[src/rtl/arch_defs_pkg.sv]
// Shared definitions for the UART receive controller.
//   DATA_WIDTH        byte width carried from receiver to CPU
//   uart_rxc_state_t  controller FSM states
//   UART_RXC_ADDR_*   peripheral register addresses
//   ST_* / CT_*       bit positions inside STATUS and CONTROL
package arch_defs_pkg;

    localparam int DATA_WIDTH = 8;

    typedef enum logic [1:0] {
        S_RXC_DISABLED = 2'd0,
        S_RXC_ACTIVE   = 2'd1,
        S_RXC_DRAIN    = 2'd2,
        S_RXC_FLUSH    = 2'd3
    } uart_rxc_state_t;

    localparam logic [1:0] UART_RXC_ADDR_DATA    = 2'd0;
    localparam logic [1:0] UART_RXC_ADDR_STATUS  = 2'd1;
    localparam logic [1:0] UART_RXC_ADDR_CONTROL = 2'd2;

    localparam int ST_AVAIL   = 0;
    localparam int ST_FULL    = 1;
    localparam int ST_OVERRUN = 2;
    localparam int ST_FRAME   = 3;
    localparam int ST_IRQ     = 4;

    localparam int CT_RX_EN  = 0;
    localparam int CT_IRQ_EN = 1;
    localparam int CT_FLUSH  = 2;

endpackage

[src/rtl/sync_fifo.sv]
// Single-clock FIFO with synchronous flush.
// Ports: clk, reset_n (async low); push/pop/flush controls; wdata in;
//        rdata = current head (combinational); full, empty, count.
// A push while full succeeds only when a pop happens in the same cycle.
// A pop while empty is ignored.
module sync_fifo #(
    parameter int DEPTH = 4,
    parameter int WIDTH = 8
) (
    input  logic                     clk,
    input  logic                     reset_n,
    input  logic                     push,
    input  logic                     pop,
    input  logic                     flush,
    input  logic [WIDTH-1:0]         wdata,
    output logic [WIDTH-1:0]         rdata,
    output logic                     full,
    output logic                     empty,
    output logic [$clog2(DEPTH):0]   count
);
    localparam int AW = $clog2(DEPTH);
    localparam int CW = AW + 1;

    logic [WIDTH-1:0] mem [DEPTH];
    logic [AW-1:0]    wr_ptr, rd_ptr;
    logic             do_push, do_pop;

    assign full    = (count == CW'(DEPTH));
    assign empty   = (count == '0);
    assign do_pop  = pop && !empty;
    assign do_push = push && (!full || do_pop);
    assign rdata   = mem[rd_ptr];

    // DEPTH is a power of two, so pointer overflow is the modulo wrap.
    always_ff @(posedge clk or negedge reset_n) begin
        if (!reset_n) begin
            wr_ptr <= '0;
            rd_ptr <= '0;
            count  <= '0;
        end else if (flush) begin
            wr_ptr <= '0;
            rd_ptr <= '0;
            count  <= '0;
        end else begin
            if (do_push) wr_ptr <= wr_ptr + 1'b1;
            if (do_pop)  rd_ptr <= rd_ptr + 1'b1;
            count <= count + CW'(do_push) - CW'(do_pop);
        end
    end

    always_ff @(posedge clk) begin
        if (do_push && !flush) mem[wr_ptr] <= wdata;
    end

endmodule

[src/rtl/uart_rx_ctrl.sv]
// CPU-side controller for the UART receiver.
// Ports: clk, reset_n (async low); receiver side rx_strobe/rx_frame_err/
//        rx_busy/rx_byte in, rx_enable out; bus side cs/rd_en/wr_en/addr/
//        bus_wdata in, bus_rdata out (registered); irq out.
// Registers: 0 DATA (pop FIFO head), 1 STATUS (W1C overrun/frame_err),
//            2 CONTROL (rx_en, irq_en, self-clearing flush), 3 reserved.
// Build option: define UART_RX_CTRL_IRQ_EN to enable the interrupt; when it
// is undefined irq, STATUS[4] and CONTROL[1] all read as 0.
module uart_rx_ctrl
    import arch_defs_pkg::*;
#(
    parameter int FIFO_DEPTH = 4
) (
    input  logic                  clk,
    input  logic                  reset_n,
    input  logic                  rx_strobe,
    input  logic                  rx_frame_err,
    input  logic                  rx_busy,
    input  logic [DATA_WIDTH-1:0] rx_byte,
    output logic                  rx_enable,
    input  logic                  cs,
    input  logic                  rd_en,
    input  logic                  wr_en,
    input  logic [1:0]            addr,
    input  logic [DATA_WIDTH-1:0] bus_wdata,
    output logic [DATA_WIDTH-1:0] bus_rdata,
    output logic                  irq
);
    uart_rxc_state_t state, state_nxt;

    logic                        rx_en_q, ovr_q, ferr_q, irq_en_bit, irq_bit;
    logic                        bus_rd, bus_wr, ctrl_wr, stat_wr, flush_wr;
    logic                        rx_live, push, pop, ovr_evt, ferr_evt;
    logic                        fifo_full, fifo_empty;
    logic [DATA_WIDTH-1:0]       fifo_head, status_val, rd_mux;
    logic [$clog2(FIFO_DEPTH):0] fifo_count;

    // A write in the same cycle as a read wins; the read is dropped.
    assign bus_rd   = cs && rd_en && !wr_en;
    assign bus_wr   = cs && wr_en;
    assign ctrl_wr  = bus_wr && (addr == UART_RXC_ADDR_CONTROL);
    assign stat_wr  = bus_wr && (addr == UART_RXC_ADDR_STATUS);
    assign flush_wr = ctrl_wr && bus_wdata[CT_FLUSH];

    assign rx_live  = (state == S_RXC_ACTIVE) || (state == S_RXC_DRAIN);
    assign push     = rx_strobe && rx_live;
    assign pop      = bus_rd && (addr == UART_RXC_ADDR_DATA);
    // Full implies non-empty, so any DATA read frees a slot this cycle.
    assign ovr_evt  = push && fifo_full && !pop;
    assign ferr_evt = rx_frame_err && rx_live;

    sync_fifo #(.DEPTH(FIFO_DEPTH), .WIDTH(DATA_WIDTH)) u_fifo (
        .clk     (clk),
        .reset_n (reset_n),
        .push    (push),
        .pop     (pop),
        .flush   (state == S_RXC_FLUSH),
        .wdata   (rx_byte),
        .rdata   (fifo_head),
        .full    (fifo_full),
        .empty   (fifo_empty),
        .count   (fifo_count)
    );

    // ---- FSM: state register ----
    always_ff @(posedge clk or negedge reset_n) begin
        if (!reset_n) state <= S_RXC_DISABLED;
        else          state <= state_nxt;
    end

    // ---- FSM: next state ----
    always_comb begin
        state_nxt = state;
        if (flush_wr) begin
            state_nxt = S_RXC_FLUSH;
        end else begin
            case (state)
                S_RXC_DISABLED:
                    if (ctrl_wr && bus_wdata[CT_RX_EN]) state_nxt = S_RXC_ACTIVE;
                S_RXC_ACTIVE:
                    if (ctrl_wr && !bus_wdata[CT_RX_EN])
                        state_nxt = rx_busy ? S_RXC_DRAIN : S_RXC_DISABLED;
                S_RXC_DRAIN:
                    if (ctrl_wr && bus_wdata[CT_RX_EN])            state_nxt = S_RXC_ACTIVE;
                    else if (rx_strobe || rx_frame_err || !rx_busy) state_nxt = S_RXC_DISABLED;
                S_RXC_FLUSH: begin
                    // Honour a CONTROL write landing on the flush cycle itself.
                    if (ctrl_wr ? bus_wdata[CT_RX_EN] : rx_en_q) state_nxt = S_RXC_ACTIVE;
                    else                                         state_nxt = S_RXC_DISABLED;
                end
                default: state_nxt = S_RXC_DISABLED;
            endcase
        end
    end

    // ---- FSM: outputs ----
    // During FLUSH keep the receiver as configured so a frame in flight survives.
    always_comb begin
        rx_enable = 1'b0;
        case (state)
            S_RXC_ACTIVE, S_RXC_DRAIN: rx_enable = 1'b1;
            S_RXC_FLUSH:               rx_enable = rx_en_q;
            default:                   rx_enable = 1'b0;
        endcase
    end

    // ---- registers and sticky flags (a new event beats a same-cycle clear) ----
    always_ff @(posedge clk or negedge reset_n) begin
        if (!reset_n) begin
            rx_en_q <= 1'b0;
            ovr_q   <= 1'b0;
            ferr_q  <= 1'b0;
        end else begin
            if (ctrl_wr) rx_en_q <= bus_wdata[CT_RX_EN];
            ovr_q  <= ovr_evt  || (ovr_q  && !(stat_wr && bus_wdata[ST_OVERRUN]));
            ferr_q <= ferr_evt || (ferr_q && !(stat_wr && bus_wdata[ST_FRAME]));
        end
    end

`ifdef UART_RX_CTRL_IRQ_EN
    logic irq_en_q, irq_q;
    always_ff @(posedge clk or negedge reset_n) begin
        if (!reset_n) begin
            irq_en_q <= 1'b0;
            irq_q    <= 1'b0;
        end else begin
            if (ctrl_wr) irq_en_q <= bus_wdata[CT_IRQ_EN];
            irq_q <= irq_en_q && (!fifo_empty || ovr_q || ferr_q);
        end
    end
    assign irq_en_bit = irq_en_q;
    assign irq_bit    = irq_q;
`else
    assign irq_en_bit = 1'b0;
    assign irq_bit    = 1'b0;
`endif
    assign irq = irq_bit;

    // ---- bus read mux; STATUS reflects flags before this cycle's update ----
    always_comb begin
        status_val             = '0;
        status_val[ST_AVAIL]   = !fifo_empty;
        status_val[ST_FULL]    = fifo_full;
        status_val[ST_OVERRUN] = ovr_q;
        status_val[ST_FRAME]   = ferr_q;
        status_val[ST_IRQ]     = irq_bit;
    end

    always_comb begin
        rd_mux = '0;
        case (addr)
            UART_RXC_ADDR_DATA:    rd_mux = fifo_empty ? '0 : fifo_head;
            UART_RXC_ADDR_STATUS:  rd_mux = status_val;
            UART_RXC_ADDR_CONTROL: begin
                rd_mux[CT_RX_EN]  = rx_en_q;
                rd_mux[CT_IRQ_EN] = irq_en_bit;
            end
            default:               rd_mux = '0;
        endcase
    end

    always_ff @(posedge clk or negedge reset_n) begin
        if (!reset_n)    bus_rdata <= '0;
        else if (bus_rd) bus_rdata <= rd_mux;
    end

    logic unused_bits;
    assign unused_bits = ^{bus_wdata, fifo_count};

endmodule

[config.mk]
export PLATFORM = sky130hd
export DESIGN_NAME = uart_rx_ctrl
export DESIGN_NICKNAME = d
export VERILOG_FILES = /design/src/rtl/arch_defs_pkg.sv /design/src/rtl/sync_fifo.sv /design/src/rtl/uart_rx_ctrl.sv
export SDC_FILE = /design/constraint.sdc
export NUM_CORES = 1
export LEC_CHECK = 0
export ABC_CLOCK_PERIOD_IN_PS = 6350
export CORE_AREA = 2 2 68 70
export CTS_CLUSTER_DIAMETER = 30
export DETAILED_ROUTE_END_ITERATION = 8
export DIE_AREA = 0 0 70 72
export PLACE_DENSITY = 0.83
export SLEW_MARGIN = 20
export SYNTH_ARGS = -nofsm -noshare
export SYNTH_HDL_FRONTEND = slang
export SYNTH_SLANG_ARGS = --single-unit
[constraint.sdc]
create_clock -name clk -period 6.35 [get_ports clk]
set_clock_uncertainty 0.2 [all_clocks]
set_input_delay 1.27 -clock clk [delete_from_list [all_inputs] [get_ports clk]]
set_output_delay 1.27 -clock clk [all_outputs]
set_load 0.01 [all_outputs]
==> flow_summary.toml <==
[die]
die_x_um = 70
start_util_pct = 55.5
core_region_area_sq_mm = 0.00426
placementRows = 24
io_pins = 36
dieArea_sq_mm = 0.00504
die_h_um = 72

[timing]
fin_crit_sh_pct = 59.5
timing.fmax_mhz = 265
tightest_slew_ns = 0.919
hold_violations = 0
rsz0062_at_grt = "no"
period_needed_ns = 3.78
maxSlewViolCount = 0
relSlewSlack_pct = 38.5
finalSetupTns_ns = 0
hold_ws_ns = 0.288
setup_viol = 0

[worst_setup_path]
r2r_slack_ns = 3.96
reg2reg_depth = 10
crit_path_start_kind = "primary input"
path_cells = "clkdlybuf4s50_1 -> nand3b_2 -> o311a_1 -> nor2_1 -> ha_1 -> inv_1 -> fa_1 -> xor2_1 -> xnor2_1 -> nor2_1"
rr_endpoint = "u_fifo.count[2]"
crit_top_cell = "nor2_1"
critPathMaxStageDelay_ns = 0.51
end_kind = "flip-flop"
required_ns = 6.33
crit_arrival_ns = 3.76
cp_top_family = "simple AND/OR/NAND/NOR gates"
path_buf_inv = 2
rr_startpoint = "state[1]"
crit_path_max_fanout = 18
critPathKind = "primary input to flip-flop"
cp_slowest_cell = "clkdlybuf4s50_1"

[synth]
synth.yosys.seq_area_share_pct = 61.8
synth_area_sq_mm = 0.00237
syn-num-nets = 198
synthFlopType = "edfxtp_1"
synth-edff-count = 32
yosysTopAreaCell = "edfxtp_1"
syn_avg_cell_area_sq_um = 14.7
synth_cell_types = 46
yosys_warnings = 0
synth_most_common_cell = "edfxtp_1"
netlist_instances = 161
ys_ff_latch = 52
synthArstFlopShare_pct = 38.5
synth_common_cells = "32 x edfxtp_1, 20 x dfrtp_1, 10 x ha_1"
synth_top_area_share_pct = 40.6
synth.area.top_cells = "edfxtp_1 41%, dfrtp_1 21%, mux4_2 7.6%, ha_1 5.3%, a22o_1 1.9%"

[drt]
dr_wl_met2_um = 2160
ant_nets = 0
num_vias = 1413
drcViolationCount = 0
drtIter0Drc = 104
wl_per_cell_um = 17.5
wl_um = 4270
dr.pass1.iters = 4
top_layer = "met4"
met3_length_um = 205
vias_per_cell = 5.79
wl_met1_um = 1860

[placement]
place_hpwl_um = 3140
place.gp.congestion = 0.846
placedCellCount = 236
io_buffers = 29

[grt]
antenna_found_initial = 0
grt_use_total_pct = 18.4
grt_start_max_net_pins = 21
grt_overflow_total = 0
grt_pass1_vias = 1481
grt_pass1_wl_um = 7060

[final_layout]
fillers = 301
antennaDiodeCount = 0
area_delta_synth_final_pct = 17.8
post-route-util_pct = 65.3
drive_gt1_share_pct = 12.0
nets = 228
multi_input_area_sq_um = 847
stdcell_count = 244
seq_area_sq_mm = 0.00146

[clock_tree]
cts_buffers = 5
clk_pin_slew_ns = 0.10
post_cts_buffers = 0
root_buffer = "clkbuf_8"
clock_latency_ns = 0.31
h-tree-depth = 2
clock-sinks = 52
post_cts_resize_count = 0
cts_hold_buffers = 0
clockBufferDepth = 2
cts_tree = "done"

[hold_path]
min_path_cells = 2
min-delay-start = "bus_rdata[3]"
hold_class = "flip-flop to flip-flop"
holdPathEnd = "bus_rdata[3]"

[power_and_ir_drop]
leakagePower_uw = 0.00105
ir_worst_vdd_mv = 0.233
power.density_mw_per_mm2 = 375

[job]
drv_cap = 0

[outcome]
status = "complete, no violations"
-- final cells by class --
class                   count  area share [%]
clock buffers               5            2.47
multi-input cells          96            30.4
repair buffers             29            10.4
flip-flops and latches     52            52.4
well taps                  52            2.33
inverters                   7           0.943
clock inverters             3           0.988
-- metrics by stage --
stage	area [sq um]	power (uW)	setup slack [ns]
after floorplan	2370	733	3.16
after global placement	2690	831	2.34
after detailed placement	2690	857	2.25
after CTS	2790	1050	2.57
after global routing	2790	1100	2.37
final	2790	1040	2.57
-- power by group --
part	internal [uW]	switching (uW)	leakage, uW
Combinational	178	166	0.000465
Sequential	439	65.2	0.000543
Clock	81.0	115	0.0000463
Total	698	346	0.00105
-- worst max path at each step --
stage / from / endpoint / slack, ns / cells after the start
finish: wr_en / u_fifo.count[2] / 2.57 / 10
global route: wr_en / u_fifo.count[2] / 2.37 / 10
CTS: wr_en / u_fifo.count[2] / 2.57 / 10
detailed placement: wr_en / u_fifo.count[2] / 2.25 / 10
global placement: wr_en / u_fifo.count[2] / 2.34 / 10
floorplan: wr_en / u_fifo.count[2] / 3.16 / 9
-- registers in the layout, summed over array words and instances (netlist names), 2 cells and up --
name and count:
bus_rdata 8, state 2, u_fifo.count 3, u_fifo.mem 32, u_fifo.rd_ptr 2, u_fifo.wr_ptr 2
-- tightest hold or removal path, stage by stage (launching register included) --
cell and delay [ns]:
dfrtp_1 0.35, nand2_1 0.04, o21ai_0 0.06
-- metal layers --
layer  up-vias  track usage, %
li1        669               -
met1       699            22.3
met2        40            32.2
met3         5            4.44
met4         0            7.69
met5         -               0
-- cells by family after synthesis --
kind of cell | count (synthesis) | share of synthesized area [%]
other | 1 | 0.158
DFF | 52 | 61.8
xor gates and xnor gates | 4 | 1.48
adders and majority gates | 11 | 6.13
muxes | 9 | 8.09
buffers and inverters | 13 | 2.43
AOI/OAI and AO/OA | 28 | 8.57
and+or+nand+nor | 43 | 11.4
-- cells in the final DEF (no fill, tap or decap), drive strengths merged, types with 2 or more instances in the layout --
master,instances
edfxtp,32
clkdlybuf4s50,29
dfrtp,20
ha,10
nor2,9
mux4,8
inv,8
o21ai,8
nand2,6
and2,5
a22o,5
nand3,5
clkbuf,5
a21oi,4
nor2b,3
xor2,3
nand3b,3
nand4,2
a22oi,2
nand4b,2
(Power assumes the default switching activity.)
